--- src/rtl/serial_frame_shifter.sv ---
// Full-duplex serial shift engine: a parallel word goes out on the line while a WIDTH-bit
// word is captured from the line, with valid/ready handshakes on both parallel sides.
module serial_frame_shifter #(
    parameter int unsigned WIDTH     = 7,
    parameter bit          LSB_FIRST = 1'b1
) (
    input  logic             clk,
    input  logic             reset,
    input  logic             bit_en,
    input  logic             abort,
    input  logic             load_valid,
    output logic             load_ready,
    input  logic [WIDTH-1:0] load_data,
    input  logic             serial_in,
    output logic             serial_out,
    output logic             out_valid,
    input  logic             out_ready,
    output logic [WIDTH-1:0] out_data,
    output logic             busy
);

    localparam int unsigned CW = $clog2(WIDTH);
    localparam logic [CW-1:0] LAST = CW'(WIDTH - 1);

    typedef enum logic [1:0] {StIdle, StShift, StDone} state_t;

    state_t           state;
    logic [WIDTH-1:0] data;
    logic [CW-1:0]    count;

    always_ff @(posedge clk) begin
        if (reset) begin
            state <= StIdle;
            data  <= '0;
            count <= '0;
        end else if (abort && state != StIdle) begin
            // Abandon the frame but keep the partial word for inspection.
            state <= StIdle;
            count <= '0;
        end else begin
            unique case (state)
                StIdle: begin
                    if (load_valid) begin
                        data  <= load_data;
                        count <= '0;
                        state <= StShift;
                    end
                end
                StShift: begin
                    if (bit_en) begin
                        if (LSB_FIRST) begin
                            data <= {serial_in, data[WIDTH-1:1]};
                        end else begin
                            data <= {data[WIDTH-2:0], serial_in};
                        end
                        if (count == LAST) begin
                            count <= '0;
                            state <= StDone;
                        end else begin
                            count <= count + 1'b1;
                        end
                    end
                end
                StDone: begin
                    if (out_ready) begin
                        state <= StIdle;
                    end
                end
                default: state <= StIdle;
            endcase
        end
    end

    assign load_ready = (state == StIdle);
    assign out_valid  = (state == StDone);
    assign busy       = (state == StShift) || (state == StDone);
    assign out_data   = data;
    assign serial_out = LSB_FIRST ? data[0] : data[WIDTH-1];

endmodule

--- config.mk ---
export PLATFORM = sky130hd
export DESIGN_NAME = serial_frame_shifter
export DESIGN_NICKNAME = d
export VERILOG_FILES = /design/src/rtl/serial_frame_shifter.sv
export SDC_FILE = /design/constraint.sdc
export NUM_CORES = 1
export LEC_CHECK = 0
export ABC_AREA = 1
export BUFFER_PORTS_ARGS = -buffer_cell sky130_fd_sc_hd__buf_2
export CORE_UTILIZATION = 43
export DETAILED_ROUTE_END_ITERATION = 7
export GPL_TIMING_DRIVEN = 0
export PLACE_DENSITY = 0.73
export SLEW_MARGIN = 20
export SYNTH_ARGS = -nofsm -noshare
export SYNTH_HDL_FRONTEND = slang
export SYNTH_SLANG_ARGS = --single-unit
--- constraint.sdc ---
create_clock -name clk -period 1.2 [get_ports clk]
set_input_delay 0.24 -clock clk [delete_from_list [all_inputs] [get_ports clk]]
set_output_delay 0.24 -clock clk [all_outputs]
set_load 0.01 [all_outputs]
== Word-level counts from Yosys, hierarchy flattened ==
Index checks and enable logic that the tools add are counted.
Widths: inputs -> output; s select.

* Bits in registers: 12
* Latch bits: 0
* Memory bits (writable): 0
* Memory bits (read-only): 0
* Output and inout port bits: 11
* Memories kept: 0

* $add $sub $neg: 1
* Multiply operators: 0
* Divide/modulo/power cells: 0
* Order comparisons: 0
* Equal/unequal tests: 7
* Shifts and indexed selects: 0
* Multiplexer cells: 12
* Bitwise logic cells: 1
* Reduce and logical (&&, ||, !) cells: 9

{| class="wikitable"
|+ Operators with widths
! cell !! number
|-
| $mux 7 || 2
|-
| $pmux 7 s2 || 1
|-
| $mux 3 || 3
|-
| $mux 2 || 4
|-
| $reduce_and 4->1 || 2
|-
| $ne 2x2->1 const B || 3
|-
| $pmux 2 s3 || 1
|-
| $pmux 3 s2 || 1
|-
| $reduce_bool 2->1 || 2
|-
| $add 3x1->3 const B || 1
|-
| $eq 3x3->1 const B || 1
|-
| $reduce_and 3->1 || 1
|-
| $eq 2x1->1 const B || 1
|-
| $eq 2x2->1 const B || 1
|-
| $logic_not 2->1 || 1
|-
| $ne 2x1->1 const B || 1
|-
| $reduce_or 2->1 || 1
|-
| $logic_and 1x1->1 || 1
|-
| $logic_or 1x1->1 || 1
|-
| $not 1->1 || 1
|}

== Longest topological paths before layout ==
Gate-level depths: netlist of the first run.

* Word-level depth: 4
* Gate-level depth with buffers: 9
* Depth with buffers taken out: 9

== Worst setup path after synthesis of the first run ==
Ideal clock, no wire load.

* Path kind: register -> register
* Start: register state[0]
* End: register data[1] (netlist: out_data[1])
* Library setup time: 0.116 ns
* Arrival: 1.212 ns
* Setup slack: -0.128 ns
* Cell stages (with the launch flop): 9
* Path buffers: 0
* Clock period less this slack: 1.328 ns
* Path through: dfxtp_1 inv_1 ha_1 nor2_1 nor2_2 nand2_4 inv_4 nor2_1 nor2_1

{| class="wikitable"
|+ RTL lines
! what !! RTL line !! RTL
|-
| start: declaration || 27 || <nowiki>state_t state;</nowiki>
|-
| start signal: assignment || 33 || <nowiki>state <= StIdle;</nowiki>
|-
| start signal: assignment || 38 || <nowiki>state <= StIdle;</nowiki>
|-
| start signal: assignment || 46 || <nowiki>state <= StShift;</nowiki>
|-
| $logic_not 2->1 (*) || -- ||
|-
| net load_ready || 12 || <nowiki>output logic load_ready,</nowiki>
|-
| $ne 2x2->1 (no line) or $reduce_bool 2->1 (tied branches) || -- ||
|-
| $reduce_and 4->1 (no line) || -- ||
|-
| end signal: assignment || 44 || <nowiki>data <= load_data;</nowiki>
|-
| end signal: assignment || 52 || <nowiki>data <= {serial_in, data[WIDTH-1:1]};</nowiki>
|-
| end signal: assignment || 54 || <nowiki>data <= {data[WIDTH-2:0], serial_in};</nowiki>
|-
| end: declaration || 28 || <nowiki>logic [WIDTH-1:0] data;</nowiki>
|}

The timed path passes the listed nets; every way through them passes the cells marked *.
A chain may end at the register's enable or synchronous reset.

== Final worst setup path of the first run ==
* Start: register state[0]
* End: output port busy

* Word-level cells in the longest chain between the ends: 2

{| class="wikitable"
|+ Ends and longest elaborated chain
! what !! RTL line !! RTL
|-
| $eq 2x1->1 or $eq 2x2->1 (tied branches) || 76 || <nowiki>assign busy = (state == StShift) || (state == StDone);</nowiki>
|-
| $logic_or 1x1->1 (*) || 76 ||
|-
| end: declaration || 19 || <nowiki>output logic busy</nowiki>
|}

Every way passes the cells marked *; elsewhere a longest branch is shown, timed or not.

==> results.sh, run 1 <==
export IMPL_status="finished, violations left"
export IMPL_failed_checks="negative setup slack"
export IMPL_vias=807
export IMPL_slowest_delay_ns=0.38
export IMPL_antenna_found_initial=0
export IMPL_fin_crit_sh=1.07
export IMPL_avgSynthCellArea_um2=6.46
export IMPL_crit_required_ns=0.96
export IMPL_cts_root_buf="clkbuf_4"
export IMPL_fp_dieArea_um2=1860
export IMPL_antennaDiodeCount=0
export IMPL_p_sw_frac=0.469
export IMPL_ys_seq_area_frac=0.329
export IMPL_cts_buffers=3
export IMPL_slew_headroom=0.794
export IMPL_grt_usage=0.237
export IMPL_hold_path_depth=4
export IMPL_p_leak_nw=0.598
export IMPL_htree_num_levels=1
export IMPL_ys_ff_latch=12
export IMPL_drt_pass1_iterations=4
export IMPL_grt_max_degree=9
export IMPL_ys_warnings_count=0
export IMPL_maxCapViolCount=0
export IMPL_grt_pass1_vias=745
export IMPL_nFillCells=107
export IMPL_dp_cells=153
export IMPL_drive_above_1_share=0.497
export IMPL_fin_skew_ns=0.0100
export IMPL_timing_fmax_mhz=776
export IMPL_post_place_ws_ns=-0.160
export IMPL_syn_inst=113
export IMPL_ys_types=19
export IMPL_cts_max_path_buffers=2
export IMPL_drv_slew=0
export IMPL_worstMarginPinSlew_ns=0.308
export IMPL_die_h_um=43.2
export IMPL_yosys_top_cells_area="dfxtp_1, nand2_1, nor2_1"
export IMPL_critical_path_buf_inv_count=2
export IMPL_p_comb_frac=0.683
export IMPL_crit_fanout=3
export IMPL_reg2regPathDepth=9
export IMPL_crit_chain="inv_4, ha_4, buf_6"
export IMPL_cts_tree="built"
export IMPL_die_x_um=43.2
export IMPL_netlist_area_leader_share=0.329
export IMPL_timing_rr_start="state[1]"
export IMPL_drt_initial_drc_count=29
export IMPL_io_pins=25
export IMPL_drt_total_wl_um=1930
export IMPL_insertion_delay_ns=0.29
export IMPL_synth_area_um2=729
export IMPL_switchingPower_mw=1.50
export IMPL_hold_viol_final=0
export IMPL_place_hpwl_um=1240
export IMPL_crit_family="flip-flops"
export IMPL_cts_sinks=12
export IMPL_hold_end="state[0]"
export IMPL_grt_overflow=0
export IMPL_layout_commonest_cell="nand2_1"
export IMPL_criticalPathCategory="flip-flop to output port"
export IMPL_grt_pass1_wl_um=3220
export IMPL_period_needed_ns=1.29
export IMPL_rows=14
export IMPL_internal_power_mw=1.70
export IMPL_wl_per_cell_um=11.9
export IMPL_setup_slack_ns=-0.0883
export IMPL_seqPwrFrac=0.210
export IMPL_r2r_setup_slack_ns=-0.09
export IMPL_clk_pin_slew_ns=0.08
export IMPL_gp_congestion=0.831
export IMPL_crit_slowest_cell="dfxtp_4"
export IMPL_hold_buffers=0
export IMPL_initial_utilization=0.473
export IMPL_ir_worst_vdd_mv=2.03
export IMPL_final_cell_mix="nand2_1, buf_2, nor2_1, dfxtp_1, inv_1"
export IMPL_r2r_end="state[1]"
export IMPL_finalSetupViolCount=15
export IMPL_nets=166
export IMPL_crit_arrival_ns=1.05
export IMPL_syn2layout_area_growth_pct=58.8
export IMPL_cp_start_kind="flip-flop"
export IMPL_rsz0062_at_grt="true"
export IMPL_syn_nets=131
export IMPL_postRouteAntennaNets=0
export IMPL_core_um2=1540
export IMPL_portBuffers=24
export IMPL_cellPowerDensity_nw_per_um2=2760
export IMPL_final_cell_count_no_fill=163
export IMPL_clkPwrFrac=0.107
export IMPL_yosysTopAreaCell="dfxtp_1"
export IMPL_min_from="reset"
export IMPL_drc_errors=0
export IMPL_hold_path_class="input pin to flip-flop"
export IMPL_end_kind="output port"
export IMPL_via_per_inst=4.95
[synth_stat cells, drive strengths merged]
| cell | n |
|---|---|
| a21oi | 2 |
| nor2 | 27 |
| nand3 | 6 |
| inv | 15 |
| xor2 | 1 |
| o21ai | 8 |
| dfxtp | 12 |
| nand2 | 34 |
| nand4 | 1 |
| buf | 2 |
| a21boi | 1 |
| ha | 4 |
[how the worst max path moves through the flow]
stage                     slack (ns)  depth (start not counted)     endpoint      from
after CTS                       -0.1                          3         busy  state[1]
after detailed placement       -0.16                          8  out_data[5]  state[1]
final                          -0.09                          3         busy  state[0]
after global placement         -0.12                          8  out_data[5]  state[1]
after global routing           -0.16                          8     state[1]  state[0]
after floorplan               -0.002                          8  out_data[1]  state[1]
[through the flow]
step / instance area (µm²) / TNS (ns) / hold WS, ns / utilization / total power [mW]
2_1_floorplan: 761 / -0.0104 / 0.424 / - / 1.73
3_3_place_gp: 901 / -0.751 / 0.436 / 0.584 / 2.02
3_5_place_dp: 901 / -1.08 / 0.447 / 0.584 / 2.06
4_1_cts: 1130 / -0.645 / 0.245 / 0.735 / 3.10
5_1_grt: 1160 / -1.97 / 0.252 / 0.752 / 3.48
6_report: 1160 / -0.840 / 0.249 / 0.752 / 3.20
[flip-flops by register name, indices dropped and copies added (netlist names)]
name / count
out_data: 7
state: 2
count: 3
[metal layers]
layer	share of wire	GRT usage	up-vias
met5	0	0	-
met4	0.031	0.194	0
met3	0.034	0.0255	4
met2	0.47	0.343	19
met1	0.46	0.311	368
li1	-	-	416
[layout make-up]
class | instances | area (µm²) | area share
Timing Repair Buffer | 30 | 210 | 0.181
Tap cell | 16 | 20.0 | 0.0173
Multi-Input combinational cell | 84 | 548 | 0.473
Inverter | 15 | 73.8 | 0.0637
Buffer | 2 | 22.5 | 0.0194
Sequential cell | 12 | 248 | 0.214
Clock buffer | 4 | 36.3 | 0.0313
[power groups by stage]
stage / combinational [mW] / clock [mW] / sequential, mW
6_report: 2.19 / 0.341 / 0.672
2_1_floorplan: 1.05 / 0 / 0.678
3_3_place_gp: 1.37 / 0 / 0.644
4_1_cts: 2.09 / 0.349 / 0.661
5_1_grt: 2.41 / 0.384 / 0.690
3_5_place_dp: 1.41 / 0 / 0.652
[worst reg2reg max path, cell delays in order (launching register included)]
cell and delay [ns]:
dfxtp_4 0.36, inv_4 0.08, ha_4 0.20, buf_8 0.15, nand2_4 0.06, nand2_4 0.11
inv_2 0.06, nand3_2 0.07, nand2_1 0.05, nor2_1 0.09
[cells by family after synthesis]
logic type | count (synthesis) | share of synthesized area
compound gates | 11 | 0.0789
xor+xnor | 1 | 0.0120
fa+ha+maj | 4 | 0.0686
buf+inv | 17 | 0.106
flops | 12 | 0.329
simple gates | 68 | 0.405
[what timing repair did]
item / in CTS / in global routing
endpoints found under the setup margin: 15 / 15
setup buffers: 4 / 1
pin swaps: 21 / 12
cloned: 1 / 0
gates resized for setup: 41 / 5
(Power assumes the default switching activity.)
==> run 2, diff against run 1 <==
--- a/config.mk
+++ b/config.mk
@@ -11,7 +11,9 @@
 export DETAILED_ROUTE_END_ITERATION = 7
 export GPL_TIMING_DRIVEN = 0
 export PLACE_DENSITY = 0.73
+export RECOVER_POWER = 25
 export SLEW_MARGIN = 20
 export SYNTH_ARGS = -nofsm -noshare
 export SYNTH_HDL_FRONTEND = slang
 export SYNTH_SLANG_ARGS = --single-unit
+export TNS_END_PERCENT = 30
==> results.sh, run 2 (synthesized netlist as in run 1, its figures left out) <==
export IMPL_status="finished, violations left"
export IMPL_failed_checks="negative setup slack"
export IMPL_worstMarginPinSlew_ns=0.260
export IMPL_layout_commonest_cell="nand2_1"
export IMPL_cts_buffers=3
export IMPL_insertion_delay_ns=0.29
export IMPL_drt_pass1_iterations=5
export IMPL_wl_per_cell_um=11.9
export IMPL_final_seq_area_um2=248
export IMPL_period_needed_ns=1.31
export IMPL_syn2layout_area_growth_pct=53.7
export IMPL_dp_cells=153
export IMPL_r2r_end="out_data[5]"
export IMPL_hold_end="state[0]"
export IMPL_criticalPathCategory="flip-flop to output port"
export IMPL_crit_arrival_ns=1.07
export IMPL_crit_fanout=3
export IMPL_grt_pass1_vias=725
export IMPL_maxCapViolCount=0
export IMPL_internal_power_mw=1.67
export IMPL_cts_tree="built"
export IMPL_min_from="reset"
export IMPL_core_um2=1540
export IMPL_drt_initial_drc_count=29
export IMPL_drive_above_1_share=0.432
export IMPL_io_pins=25
export IMPL_largest_reg_flops=7
export IMPL_timing_fmax_mhz=765
export IMPL_fp_dieArea_um2=1860
export IMPL_gp_congestion=0.831
export IMPL_final_cell_count_no_fill=162
export IMPL_r2r_setup_slack_ns=-0.06
export IMPL_p_sw_frac=0.461
export IMPL_setup_tns_ns=-0.716
export IMPL_cellPowerDensity_nw_per_um2=2770
export IMPL_reg2regPathDepth=7
export IMPL_drc_errors=0
export IMPL_timing_rr_start="state[1]"
export IMPL_end_kind="output port"
export IMPL_p_comb_frac=0.672
export IMPL_grt_max_degree=9
export IMPL_nFillCells=114
export IMPL_rsz0062_at_grt="true"
export IMPL_seqPwrFrac=0.214
export IMPL_grt_usage=0.227
export IMPL_finalPower_mw=3.10
export IMPL_hold_path_class="input pin to flip-flop"
export IMPL_place_hpwl_um=1240
export IMPL_hold_viol_final=0
export IMPL_switchingPower_mw=1.43
export IMPL_crit_required_ns=0.96
export IMPL_clkPwrFrac=0.114
export IMPL_initial_utilization=0.473
export IMPL_setup_slack_ns=-0.106
export IMPL_fin_crit_sh=1.09
export IMPL_antennaDiodeCount=0
export IMPL_antenna_found_initial=0
export IMPL_hold_path_depth=4
export IMPL_drt_total_wl_um=1920
export IMPL_grt_pass1_wl_um=3010
export IMPL_die_x_um=43.2
export IMPL_clk_pin_slew_ns=0.09
export IMPL_htree_num_levels=1
export IMPL_die_h_um=43.2
export IMPL_ir_worst_vdd_mv=1.89
export IMPL_multi_input_area_um2=522
export IMPL_rows=14
export IMPL_portBuffers=24
export IMPL_fin_skew_ns=0.00316
export IMPL_cts_root_buf="clkbuf_4"
export IMPL_nets=165
export IMPL_cp_start_kind="flip-flop"
export IMPL_drv_slew=0
export IMPL_cts_max_path_buffers=2
export IMPL_final_cell_mix="nand2_1, nor2_1, buf_2, dfxtp_1, inv_1"
export IMPL_postRouteAntennaNets=0
export IMPL_holdWs_ns=0.236
export IMPL_slew_headroom=0.826
export IMPL_vias=825
export IMPL_grt_overflow=0
export IMPL_cts_sinks=12
export IMPL_finalSetupViolCount=14
export IMPL_p_leak_nw=0.578
export IMPL_via_per_inst=5.09
-- run 2: cell count changes in the layout (fill, tap and decap cells not counted), sizes merged --
cell | before | now
bufbuf | 0 | 1
buf | 32 | 28
clkbuf | 4 | 6
-- run 2: how the worst max path moves through the flow --
stage,cells after the start,slack [ns],from,to
final,3,-0.11,state[0],busy
after global routing,3,-0.13,state[0],busy
after CTS,3,-0.1,state[1],busy
after detailed placement,8,-0.16,state[1],out_data[5]
after global placement,8,-0.12,state[1],out_data[5]
after floorplan,8,-0.002,state[1],out_data[1]
-- run 2: power groups by stage --
| stage | clock [mW] | sequential [mW] | combinational [mW] |
|---|---|---|---|
| CTS | 0.349 | 0.652 | 1.95 |
| detailed placement | 0 | 0.652 | 1.41 |
| finish | 0.354 | 0.663 | 2.08 |
| floorplan | 0 | 0.678 | 1.05 |
| global placement | 0 | 0.644 | 1.37 |
| global route | 0.383 | 0.683 | 2.29 |
-- run 2: cell type report --
type,instances,share of cell area
buffer,2,0.0201
clock buffer,4,0.0324
inverter,15,0.0658
multi-input combinational,84,0.465
sequential,12,0.221
tap,16,0.0179
timing repair buffer,29,0.177
-- run 2: stage by stage --
stage | utilization | instance area (µm²) | setup slack (ns)
after floorplan | - | 761 | -0.00209
after global placement | 0.584 | 901 | -0.125
after detailed placement | 0.584 | 901 | -0.160
after CTS | 0.705 | 1090 | -0.0971
after global routing | 0.727 | 1120 | -0.134
final | 0.727 | 1120 | -0.106
-- run 2: timing repair --
action / CTS / global route
resized for setup: 29 / 9
endpoints found under the hold margin: 0 / 0
pin swaps: 11 / 5
hold buffers: 0 / 0
setup endpoints to repair: 15 / 15
buffers inserted: 3 / 1
cloned: 1 / 0
-- run 2: layer usage --
layer | track usage | routed length, µm | up-vias
met5 | 0 | 0 | -
met4 | 0.176 | 62 | 0
met3 | 0.0511 | 89 | 7
met2 | 0.337 | 929 | 25
met1 | 0.278 | 840 | 378
li1 | - | - | 415
-- run 2: worst max-delay path: stages (launching register included) --
cell and delay (ns):
dfxtp_4 0.39, inv_4 0.04, ha_4 0.25, buf_6 0.09
